`src/rtl/core_rvfi_sequencer_if.sv`:
```
// Commit / memory-response / RVFI trace bundle for core_rvfi_sequencer.
// master: the core side (drives commit records and load responses).
// slave:  the sequencer (produces the RVFI trace and c_ready).
interface core_rvfi_sequencer_if #(
    parameter int XLEN = 64,
    parameter int ILEN = 32
);
    // commit port
    logic              c_valid;
    logic              c_ready;
    logic [ILEN-1:0]   c_insn;
    logic              c_trap;
    logic [XLEN-1:0]   c_pc_rdata;
    logic [XLEN-1:0]   c_pc_wdata;
    logic [4:0]        c_rd_addr;
    logic [XLEN-1:0]   c_rd_wdata;
    logic              c_load;
    logic [XLEN-1:0]   c_mem_addr;
    logic [XLEN/8-1:0] c_mem_rmask;
    logic [XLEN/8-1:0] c_mem_wmask;
    logic [XLEN-1:0]   c_mem_wdata;

    // load response port
    logic              m_rsp_valid;
    logic [XLEN-1:0]   m_rsp_rdata;
    logic [XLEN-1:0]   m_rsp_rd_wdata;

    // RVFI trace port
    logic              rvfi_valid;
    logic [63:0]       rvfi_order;
    logic [ILEN-1:0]   rvfi_insn;
    logic              rvfi_trap;
    logic              rvfi_halt;
    logic              rvfi_intr;
    logic [XLEN-1:0]   rvfi_pc_rdata;
    logic [XLEN-1:0]   rvfi_pc_wdata;
    logic [4:0]        rvfi_rd_addr;
    logic [XLEN-1:0]   rvfi_rd_wdata;
    logic [XLEN-1:0]   rvfi_mem_addr;
    logic [XLEN/8-1:0] rvfi_mem_rmask;
    logic [XLEN/8-1:0] rvfi_mem_wmask;
    logic [XLEN-1:0]   rvfi_mem_rdata;
    logic [XLEN-1:0]   rvfi_mem_wdata;

    logic              seq_err;

    modport master (
        output c_valid, c_insn, c_trap, c_pc_rdata, c_pc_wdata, c_rd_addr,
               c_rd_wdata, c_load, c_mem_addr, c_mem_rmask, c_mem_wmask,
               c_mem_wdata, m_rsp_valid, m_rsp_rdata, m_rsp_rd_wdata,
        input  c_ready, rvfi_valid, rvfi_order, rvfi_insn, rvfi_trap,
               rvfi_halt, rvfi_intr, rvfi_pc_rdata, rvfi_pc_wdata,
               rvfi_rd_addr, rvfi_rd_wdata, rvfi_mem_addr, rvfi_mem_rmask,
               rvfi_mem_wmask, rvfi_mem_rdata, rvfi_mem_wdata, seq_err
    );

    modport slave (
        input  c_valid, c_insn, c_trap, c_pc_rdata, c_pc_wdata, c_rd_addr,
               c_rd_wdata, c_load, c_mem_addr, c_mem_rmask, c_mem_wmask,
               c_mem_wdata, m_rsp_valid, m_rsp_rdata, m_rsp_rd_wdata,
        output c_ready, rvfi_valid, rvfi_order, rvfi_insn, rvfi_trap,
               rvfi_halt, rvfi_intr, rvfi_pc_rdata, rvfi_pc_wdata,
               rvfi_rd_addr, rvfi_rd_wdata, rvfi_mem_addr, rvfi_mem_rmask,
               rvfi_mem_wmask, rvfi_mem_rdata, rvfi_mem_wdata, seq_err
    );
endinterface

```
`src/rtl/core_rvfi_sequencer.sv`:
```
// In-order retirement sequencer between the commit point and the RVFI port.
// Records enter a DEPTH-entry circular buffer; loads stay pending until their
// response (returned in load order) fills in the read data. The head entry
// retires once it is no longer pending, one record per cycle.
// Optional: define CORE_RVFI_SEQ_INTR_EN to flag the record retired right
// after a trapped record on rvfi_intr; otherwise rvfi_intr is tied 0.
module core_rvfi_sequencer #(
    parameter int DEPTH = 4,
    parameter int XLEN  = 64,
    parameter int ILEN  = 32
) (
    input  logic                  g_clk,
    input  logic                  g_reset,
    core_rvfi_sequencer_if.slave  bus
);
    localparam int AW = $clog2(DEPTH);
    localparam int CW = AW + 1;

    typedef struct packed {
        logic [ILEN-1:0]   insn;
        logic              trap;
        logic [XLEN-1:0]   pc_rdata;
        logic [XLEN-1:0]   pc_wdata;
        logic [4:0]        rd_addr;
        logic [XLEN-1:0]   rd_wdata;
        logic [XLEN-1:0]   mem_addr;
        logic [XLEN/8-1:0] mem_rmask;
        logic [XLEN/8-1:0] mem_wmask;
        logic [XLEN-1:0]   mem_rdata;
        logic [XLEN-1:0]   mem_wdata;
    } entry_t;

    entry_t          ent_q [DEPTH];
    logic [AW-1:0]   idx_mem_q [DEPTH];
    logic [DEPTH-1:0] pending_q;
    logic [AW-1:0]   head_q, tail_q;
    logic [CW-1:0]   count_q;
    logic [AW-1:0]   idx_head_q, idx_tail_q;
    logic [CW-1:0]   idx_count_q;
    logic [63:0]     order_cnt_q;
    logic            seq_err_q;

    logic            rvfi_valid_q;
    logic [63:0]     rvfi_order_q;
    entry_t          rvfi_ent_q;

    logic            push, push_pending, idx_push, rsp, retire;
    logic [AW-1:0]   rsp_idx;
    entry_t          new_ent;

    assign bus.c_ready  = (count_q != CW'(DEPTH));
    assign push         = bus.c_valid && bus.c_ready;
    assign push_pending = bus.c_load && !bus.c_trap;
    assign idx_push     = push && push_pending;
    // Only loads already in the index FIFO can match a response; a load
    // pushed this same cycle is not visible here yet.
    assign rsp          = bus.m_rsp_valid && (idx_count_q != '0);
    assign rsp_idx      = idx_mem_q[idx_head_q];
    assign retire       = (count_q != '0) && !pending_q[head_q];

    // Build the buffer entry for an incoming commit record.
    always_comb begin
        new_ent           = '0;
        new_ent.insn      = bus.c_insn;
        new_ent.trap      = bus.c_trap;
        new_ent.pc_rdata  = bus.c_pc_rdata;
        new_ent.pc_wdata  = bus.c_pc_wdata;
        new_ent.rd_addr   = bus.c_rd_addr;
        new_ent.rd_wdata  = (bus.c_rd_addr == 5'd0 || push_pending) ? '0 : bus.c_rd_wdata;
        new_ent.mem_addr  = bus.c_mem_addr;
        new_ent.mem_rmask = bus.c_mem_rmask;
        new_ent.mem_wmask = bus.c_mem_wmask;
        new_ent.mem_rdata = '0;
        new_ent.mem_wdata = bus.c_mem_wdata;
    end

    // Entry and index storage: written on push and on load response.
    // NOTE: storage arrays carry no reset; the pointers and pending flags
    // guarantee an entry is always written before it is read.
    always_ff @(posedge g_clk) begin
        if (push) begin
            ent_q[tail_q] <= new_ent;
        end
        if (idx_push) begin
            idx_mem_q[idx_tail_q] <= tail_q;
        end
        if (rsp) begin
            ent_q[rsp_idx].mem_rdata <= bus.m_rsp_rdata;
            ent_q[rsp_idx].rd_wdata  <= (ent_q[rsp_idx].rd_addr == 5'd0) ? '0 : bus.m_rsp_rd_wdata;
        end
    end

    // Pointers, pending flags, error flag and the registered RVFI outputs.
    // NOTE: all state here uses non-blocking assignments so every read sees
    // the pre-edge value, which makes same-cycle push/response/retire safe.
    always_ff @(posedge g_clk) begin
        if (g_reset) begin
            head_q       <= '0;
            tail_q       <= '0;
            count_q      <= '0;
            idx_head_q   <= '0;
            idx_tail_q   <= '0;
            idx_count_q  <= '0;
            pending_q    <= '0;
            order_cnt_q  <= '0;
            seq_err_q    <= 1'b0;
            rvfi_valid_q <= 1'b0;
            rvfi_order_q <= '0;
            rvfi_ent_q   <= '0;
        end else begin
            count_q     <= count_q + CW'(push) - CW'(retire);
            idx_count_q <= idx_count_q + CW'(idx_push) - CW'(rsp);
            if (push) begin
                tail_q            <= tail_q + AW'(1);
                pending_q[tail_q] <= push_pending;
            end
            if (idx_push) begin
                idx_tail_q <= idx_tail_q + AW'(1);
            end
            if (rsp) begin
                pending_q[rsp_idx] <= 1'b0;
                idx_head_q         <= idx_head_q + AW'(1);
            end
            if (bus.m_rsp_valid && idx_count_q == '0) begin
                seq_err_q <= 1'b1;
            end
            rvfi_valid_q <= retire;
            if (retire) begin
                rvfi_ent_q   <= ent_q[head_q];
                rvfi_order_q <= order_cnt_q;
                order_cnt_q  <= order_cnt_q + 64'd1;
                head_q       <= head_q + AW'(1);
            end
        end
    end

`ifdef CORE_RVFI_SEQ_INTR_EN
    logic trap_seen_q;
    logic rvfi_intr_q;

    // Remember a retired trap so the next retired record is marked as the
    // first instruction of the handler.
    always_ff @(posedge g_clk) begin
        if (g_reset) begin
            trap_seen_q <= 1'b0;
            rvfi_intr_q <= 1'b0;
        end else if (retire) begin
            rvfi_intr_q <= trap_seen_q;
            trap_seen_q <= ent_q[head_q].trap;
        end
    end

    assign bus.rvfi_intr = rvfi_intr_q;
`else
    assign bus.rvfi_intr = 1'b0;
`endif

    assign bus.rvfi_valid     = rvfi_valid_q;
    assign bus.rvfi_order     = rvfi_order_q;
    assign bus.rvfi_insn      = rvfi_ent_q.insn;
    assign bus.rvfi_trap      = rvfi_ent_q.trap;
    assign bus.rvfi_halt      = 1'b0;
    assign bus.rvfi_pc_rdata  = rvfi_ent_q.pc_rdata;
    assign bus.rvfi_pc_wdata  = rvfi_ent_q.pc_wdata;
    assign bus.rvfi_rd_addr   = rvfi_ent_q.rd_addr;
    assign bus.rvfi_rd_wdata  = rvfi_ent_q.rd_wdata;
    assign bus.rvfi_mem_addr  = rvfi_ent_q.mem_addr;
    assign bus.rvfi_mem_rmask = rvfi_ent_q.mem_rmask;
    assign bus.rvfi_mem_wmask = rvfi_ent_q.mem_wmask;
    assign bus.rvfi_mem_rdata = rvfi_ent_q.mem_rdata;
    assign bus.rvfi_mem_wdata = rvfi_ent_q.mem_wdata;
    assign bus.seq_err        = seq_err_q;
endmodule

```
`src/flat_wrapper.sv`:
```
// flat-port wrapper written by rule: the top's interface ports become plain ports
module core_rvfi_sequencer_flat 
#(
    parameter int DEPTH = 4,
    parameter int XLEN  = 64,
    parameter int ILEN  = 32
)
  (g_clk, g_reset, bus_c_valid, bus_c_insn, bus_c_trap, bus_c_pc_rdata, bus_c_pc_wdata, bus_c_rd_addr, bus_c_rd_wdata, bus_c_load, bus_c_mem_addr, bus_c_mem_rmask, bus_c_mem_wmask, bus_c_mem_wdata, bus_m_rsp_valid, bus_m_rsp_rdata, bus_m_rsp_rd_wdata, bus_c_ready, bus_rvfi_valid, bus_rvfi_order, bus_rvfi_insn, bus_rvfi_trap, bus_rvfi_halt, bus_rvfi_intr, bus_rvfi_pc_rdata, bus_rvfi_pc_wdata, bus_rvfi_rd_addr, bus_rvfi_rd_wdata, bus_rvfi_mem_addr, bus_rvfi_mem_rmask, bus_rvfi_mem_wmask, bus_rvfi_mem_rdata, bus_rvfi_mem_wdata, bus_seq_err);
  core_rvfi_sequencer_if #(.XLEN(XLEN), .ILEN(ILEN)) bus_i ();
  input  logic g_clk;
  input  logic g_reset;
  input wire logic [$bits(bus_i.c_valid)-1:0] bus_c_valid;
  input wire logic [$bits(bus_i.c_insn)-1:0] bus_c_insn;
  input wire logic [$bits(bus_i.c_trap)-1:0] bus_c_trap;
  input wire logic [$bits(bus_i.c_pc_rdata)-1:0] bus_c_pc_rdata;
  input wire logic [$bits(bus_i.c_pc_wdata)-1:0] bus_c_pc_wdata;
  input wire logic [$bits(bus_i.c_rd_addr)-1:0] bus_c_rd_addr;
  input wire logic [$bits(bus_i.c_rd_wdata)-1:0] bus_c_rd_wdata;
  input wire logic [$bits(bus_i.c_load)-1:0] bus_c_load;
  input wire logic [$bits(bus_i.c_mem_addr)-1:0] bus_c_mem_addr;
  input wire logic [$bits(bus_i.c_mem_rmask)-1:0] bus_c_mem_rmask;
  input wire logic [$bits(bus_i.c_mem_wmask)-1:0] bus_c_mem_wmask;
  input wire logic [$bits(bus_i.c_mem_wdata)-1:0] bus_c_mem_wdata;
  input wire logic [$bits(bus_i.m_rsp_valid)-1:0] bus_m_rsp_valid;
  input wire logic [$bits(bus_i.m_rsp_rdata)-1:0] bus_m_rsp_rdata;
  input wire logic [$bits(bus_i.m_rsp_rd_wdata)-1:0] bus_m_rsp_rd_wdata;
  output wire logic [$bits(bus_i.c_ready)-1:0] bus_c_ready;
  output wire logic [$bits(bus_i.rvfi_valid)-1:0] bus_rvfi_valid;
  output wire logic [$bits(bus_i.rvfi_order)-1:0] bus_rvfi_order;
  output wire logic [$bits(bus_i.rvfi_insn)-1:0] bus_rvfi_insn;
  output wire logic [$bits(bus_i.rvfi_trap)-1:0] bus_rvfi_trap;
  output wire logic [$bits(bus_i.rvfi_halt)-1:0] bus_rvfi_halt;
  output wire logic [$bits(bus_i.rvfi_intr)-1:0] bus_rvfi_intr;
  output wire logic [$bits(bus_i.rvfi_pc_rdata)-1:0] bus_rvfi_pc_rdata;
  output wire logic [$bits(bus_i.rvfi_pc_wdata)-1:0] bus_rvfi_pc_wdata;
  output wire logic [$bits(bus_i.rvfi_rd_addr)-1:0] bus_rvfi_rd_addr;
  output wire logic [$bits(bus_i.rvfi_rd_wdata)-1:0] bus_rvfi_rd_wdata;
  output wire logic [$bits(bus_i.rvfi_mem_addr)-1:0] bus_rvfi_mem_addr;
  output wire logic [$bits(bus_i.rvfi_mem_rmask)-1:0] bus_rvfi_mem_rmask;
  output wire logic [$bits(bus_i.rvfi_mem_wmask)-1:0] bus_rvfi_mem_wmask;
  output wire logic [$bits(bus_i.rvfi_mem_rdata)-1:0] bus_rvfi_mem_rdata;
  output wire logic [$bits(bus_i.rvfi_mem_wdata)-1:0] bus_rvfi_mem_wdata;
  output wire logic [$bits(bus_i.seq_err)-1:0] bus_seq_err;
  assign bus_i.c_valid = bus_c_valid;
  assign bus_i.c_insn = bus_c_insn;
  assign bus_i.c_trap = bus_c_trap;
  assign bus_i.c_pc_rdata = bus_c_pc_rdata;
  assign bus_i.c_pc_wdata = bus_c_pc_wdata;
  assign bus_i.c_rd_addr = bus_c_rd_addr;
  assign bus_i.c_rd_wdata = bus_c_rd_wdata;
  assign bus_i.c_load = bus_c_load;
  assign bus_i.c_mem_addr = bus_c_mem_addr;
  assign bus_i.c_mem_rmask = bus_c_mem_rmask;
  assign bus_i.c_mem_wmask = bus_c_mem_wmask;
  assign bus_i.c_mem_wdata = bus_c_mem_wdata;
  assign bus_i.m_rsp_valid = bus_m_rsp_valid;
  assign bus_i.m_rsp_rdata = bus_m_rsp_rdata;
  assign bus_i.m_rsp_rd_wdata = bus_m_rsp_rd_wdata;
  assign bus_c_ready = bus_i.c_ready;
  assign bus_rvfi_valid = bus_i.rvfi_valid;
  assign bus_rvfi_order = bus_i.rvfi_order;
  assign bus_rvfi_insn = bus_i.rvfi_insn;
  assign bus_rvfi_trap = bus_i.rvfi_trap;
  assign bus_rvfi_halt = bus_i.rvfi_halt;
  assign bus_rvfi_intr = bus_i.rvfi_intr;
  assign bus_rvfi_pc_rdata = bus_i.rvfi_pc_rdata;
  assign bus_rvfi_pc_wdata = bus_i.rvfi_pc_wdata;
  assign bus_rvfi_rd_addr = bus_i.rvfi_rd_addr;
  assign bus_rvfi_rd_wdata = bus_i.rvfi_rd_wdata;
  assign bus_rvfi_mem_addr = bus_i.rvfi_mem_addr;
  assign bus_rvfi_mem_rmask = bus_i.rvfi_mem_rmask;
  assign bus_rvfi_mem_wmask = bus_i.rvfi_mem_wmask;
  assign bus_rvfi_mem_rdata = bus_i.rvfi_mem_rdata;
  assign bus_rvfi_mem_wdata = bus_i.rvfi_mem_wdata;
  assign bus_seq_err = bus_i.seq_err;
  core_rvfi_sequencer #(.DEPTH(DEPTH), .XLEN(XLEN), .ILEN(ILEN)) u_core (.g_clk(g_clk), .g_reset(g_reset), .bus(bus_i));
endmodule
```
`config.mk`:
```
export PLATFORM = sky130hd
export DESIGN_NAME = core_rvfi_sequencer_flat
export DESIGN_NICKNAME = d
export VERILOG_FILES = /design/src/rtl/core_rvfi_sequencer_if.sv /design/src/rtl/core_rvfi_sequencer.sv /design/src/flat_wrapper.sv
export SDC_FILE = /design/constraint.sdc
export NUM_CORES = 2
export LEC_CHECK = 0
export BUFFER_PORTS_ARGS = -buffer_cell sky130_fd_sc_hd__buf_2
export CAP_MARGIN = 20
export CELL_PAD_IN_SITES_DETAIL_PLACEMENT = 0
export CELL_PAD_IN_SITES_GLOBAL_PLACEMENT = 2
export CORE_MARGIN = 1
export CORE_UTILIZATION = 42
export DETAILED_ROUTE_END_ITERATION = 12
export GPL_TIMING_DRIVEN = 0
export PLACE_DENSITY_LB_ADDON = 0.1
export SETUP_SLACK_MARGIN = 0.02
export SLEW_MARGIN = 20
export SYNTH_ARGS = -nofsm -noshare
export SYNTH_HDL_FRONTEND = slang
export SYNTH_SLANG_ARGS = --single-unit
```
`constraint.sdc`:
```
create_clock -name g_clk -period 14.8 [get_ports g_clk]
set_input_delay 0.74 -clock g_clk [delete_from_list [all_inputs] [get_ports g_clk]]
set_output_delay 0.74 -clock g_clk [all_outputs]
set_load 0.05 [all_outputs]
```
==> PnR_summary.wiki <==
{| class="wikitable"
! Metric !! Value
|-
| Startpoint types || flip-flop
|-
| Leakage || ~39 nW
|-
| Setup_tns || 0 ns
|-
| Post-layout nets || 7722
|-
| Fin area || between 100000 and 150000 um2
|-
| Post-layout total power || 23.0 mW
|-
| Slowest library cell on the worst path || mux4_2
|-
| Number of detailed-route iterations in the first pass || 10
|-
| Worst r2r dst || u_core.count_q[2]
|-
| Floorplan Core Area || roughly 210000 um2
|-
| EDFF count, synth || 1760
|-
| Total number of vias || 54.9k
|-
| Wire length of the first global-routing pass || 382000 um
|-
| Maximum number of pins on one net before global-route repair || slightly above 80
|-
| Width of the die || 462 um
|-
| Count of pins over their slew limit || 0
|-
| Setup slack, reg-to-reg || slightly above 10 ns
|-
| Clock-pin slew reported for the worst setup and hold paths after clock tree synthesis || 0.06 ns
|-
| Initial core utilization || 0.424
|-
| Cell depth of the worst min-delay path || 1
|-
| Number of buffers added for setup after CTS || 0
|-
| Number of cells produced by synthesis || 5611
|-
| CTS tree || done
|-
| Source of the worst register-to-register timing path || u_core.head_q[1]
|-
| Total of max-cap violations || 0
|-
| Final count of hold timing violations || 0
|-
| Fraction of the cycle the final worst path needs || 0.306
|-
| Max frequency || 0.221 GHz
|-
| Async SR Flop Fraction || 0
|-
| Number of remaining DRC errors || 0
|-
| Sequential fraction of the synthesis area || 0.726
|-
| Worst-case hold path end point || u_core.ent_q[1][428]
|-
| Arrival @ worst endpoint || between 5 and 6 ns
|-
| Synth warnings || 0
|-
| Average wire length per cell after detail routing || 26.3 um
|-
| Wire length after detailed routing || 270000 um
|-
| Level count of the clock H-tree || 5
|-
| Commonest cells after routing, fill and taps aside || edfxtp_1 (1760), buf_2 (1057), nand2_1 (1037), dfxtp_1 (588), a21oi_1 (536)
|-
| Clock period minus final worst setup slack || 4.52 ns
|-
| Avg Vias per Cell || between 5 and 6
|-
| Number of global-route vias before repair || between 50k and 60k
|-
| Netlist area before placement || 89000 um2
|-
| CTS Buf Count || ~270
|-
| DIE AREA || between 200000 and 250000 um2
|-
| Area share of xor/xnor cells in the synthesized design || 0.00404
|-
| Simple logic cell fraction of the synthesized area || 0.0759
|-
| Worst stage delay on the critical path || roughly 0.60 ns
|-
| Ranking of synthesized cells by area || edfxtp_1 (59%), dfxtp_1 (13%), mux4_2 (11%)
|-
| Transition time of the tightest slew-check pin || 1.17 ns
|-
| Data required time of the worst path || 15.54 ns
|-
| Cell breakdown of the critical path || clkbuf_1 > mux4_2 > or2_2 > clkbuf_1 > inv_1 > clkbuf_2 > clkbuf_1 > ha_1 > inv_1 > ha_1 > inv_1 > fa_1 > xor2_1 > xnor2_1 > nor2_1
|-
| Unrepaired setup endpoints after global routing || false
|-
| Largest area contributor in the netlist || edfxtp_1
|-
| Fraction of the core area covered by cells at the end of the flow || 0.524
|-
| Detail Placement HPWL || 186000 um
|-
| Startpoint of the lowest-slack hold path || bus_c_insn[22]
|-
| Ratio of total power to cell area || between 200 and 250 nW/um2
|-
| Worst skew pair latency || 0.93 ns
|-
| Number of flip-flops in the largest register || 1752
|-
| Placed standard-cell area || 98800 um2
|-
| Slew HR || 0.222
|-
| Share of synthesized cell area in full adder, half adder and majority cells || 0.00228
|-
| Syn avg cell area || between 15 and 20 um2
|-
| Total gr overflow || 0
|-
| Register ranked first by flip-flop count || u_core.ent_q
|-
| Initial antenna violation count || 164
|-
| Die height || 462 um
|-
| Area overhead of the layout relative to synthesis || 23.6%
|-
| Layout cell share with drive strength beyond 1 || 0.264
|-
| Type of the tightest min-delay check || in -> reg
|-
| Total of flip-flops plus latches after synthesis || roughly 2.3k
|-
| Number of filler instances in the final layout || 18.0k
|-
| Share of Yosys cell area claimed by the top area cell type || 0.594
|-
| Cell at the root of the clock tree || clkbuf_16
|-
| TritonCTS sink count || between 2k and 2.5k
|-
| Main synth FF type || edfxtp_1
|-
| Multiplexer fraction of the synthesized cell area || 0.112
|-
| Setup Crit Path Kind || reg -> reg
|-
| Number of distinct library cells after synthesis || 43
|-
| Max rail drop VDD || 0.000148 V
|-
| Hold Worst Slack || 0.0719 ns
|-
| # setup viols final || 0
|-
| Count of input and output buffers || 1011
|-
| Number of top-level design ports || 1014
|-
| Status || completed
|-
| Clock skew || 0.0570 ns
|-
| CP endpoint kind || flip-flop
|-
| Final weighted congestion of routability-driven global placement || 0.817
|-
| Main combinational cell family by area after synthesis || multiplexers
|-
| Most common cell after layout, fill and taps aside || edfxtp_1
|-
| Post-route antenna net violation count || 0
|-
| Crit-path max FO || 10
|-
| R2R cell count || 15
|-
| Overall global routing resource usage || 0.249
|-
| Compound-Gate Fraction of Synth Area || 0.0607
|-
| Clock Path Buffers || 4
|-
| Violation count after the first detailed-routing iteration || 4110
|-
| Cell Rows || between 150 and 200
|}
==> routing by layer <==
layer,up-vias,wire length (um),track usage,share of wire
met2,1814,128000,0.398,0.48
met1,27600,106000,0.310,0.39
met3,579,23300,0.0810,0.086
met5,-,873,0,0.0032
met4,138,11000,0.104,0.041
li1,24700,-,-,-
==> kinds of logic after synthesis <==
kind of cell,after synthesis
other,1
multiplexers,448
flip-flops,2348
adder cells (fa/ha/maj),15
buffers and inverters,413
AO/OA/AOI/OAI,830
AND/OR/NAND/NOR,1515
XOR/XNOR,41
==> critical path, delay by kind of cell (launching register included) <==
family	cells	cell delay [ns]
buffers and inverters	7	1.89
AND/OR/NAND/NOR	2	0.40
multiplexers	1	0.60
flip-flops	1	0.30
XOR/XNOR	2	0.32
adder cells (fa/ha/maj)	3	0.86
==> cell type report <==
class,instances,area [um2],area share
antenna,57,143,0.00130
timing repair buffer,1312,8790,0.0799
sequential,2348,64600,0.588
multi-input combinational,2851,22800,0.207
clock inverter,73,664,0.00604
buffer,390,1560,0.0142
tap,2805,3510,0.0319
inverter,23,116,0.00106
clock buffer,401,7800,0.0710
==> stage by stage <==
| step | worst slack, ns | cells |
|---|---|---|
| after global placement | -5.45 | 9428 |
| after global routing | 9.97 | 10200 |
| after detailed placement | 10.14 | 9475 |
| final | 10.28 | 10300 |
| after CTS | 10.19 | 10200 |
| after floorplan | 4.03 | 5612 |
==> Yosys cell counts, drive strengths merged, types with 6 or more instances <==
cell type and number:
o31ai 10, a32o 192, a21oi 536, a22o 64
and2 259, nor2 64, or3 20, nand3 21
clkbuf 320, o21ai 21, and3 12, dfxtp 588
nor4 12, xor2 24, nand4 34, ha 13
mux4 441, edfxtp 1760, inv 23, mux2i 6
xnor2 17, or4 14, nor3 19, nand2 1037
and4 6, buf 70
==> power by group <==
group,leakage (nW),internal [mW],switching [mW]
sequential,21.1,8.46,0.453
clock,4.14,3.85,2.60
combinational,13.5,2.31,5.36
==> worst max path at each step <==
stage / from / slack, ns / to / cells past startpoint
floorplan: bus_m_rsp_valid / 4.03 / u_core.ent_q[1][100] / 4
global placement: bus_m_rsp_valid / -5.45 / u_core.ent_q[3][220] / 5
detailed placement: bus_c_valid / 10.14 / u_core.ent_q[2][240] / 9
CTS: u_core.head_q[1] / 10.19 / u_core.count_q[2] / 15
global route: u_core.head_q[1] / 9.97 / u_core.count_q[2] / 15
finish: u_core.head_q[1] / 10.28 / u_core.count_q[2] / 15
==> what timing repair did <==
| action | CTS | global route |
|---|---|---|
| endpoints found under the hold margin | 960 | 0 |
| hold buffers | 252 | 0 |
| resized for setup | 0 | 0 |
Power figures use the tool's default switching activity.
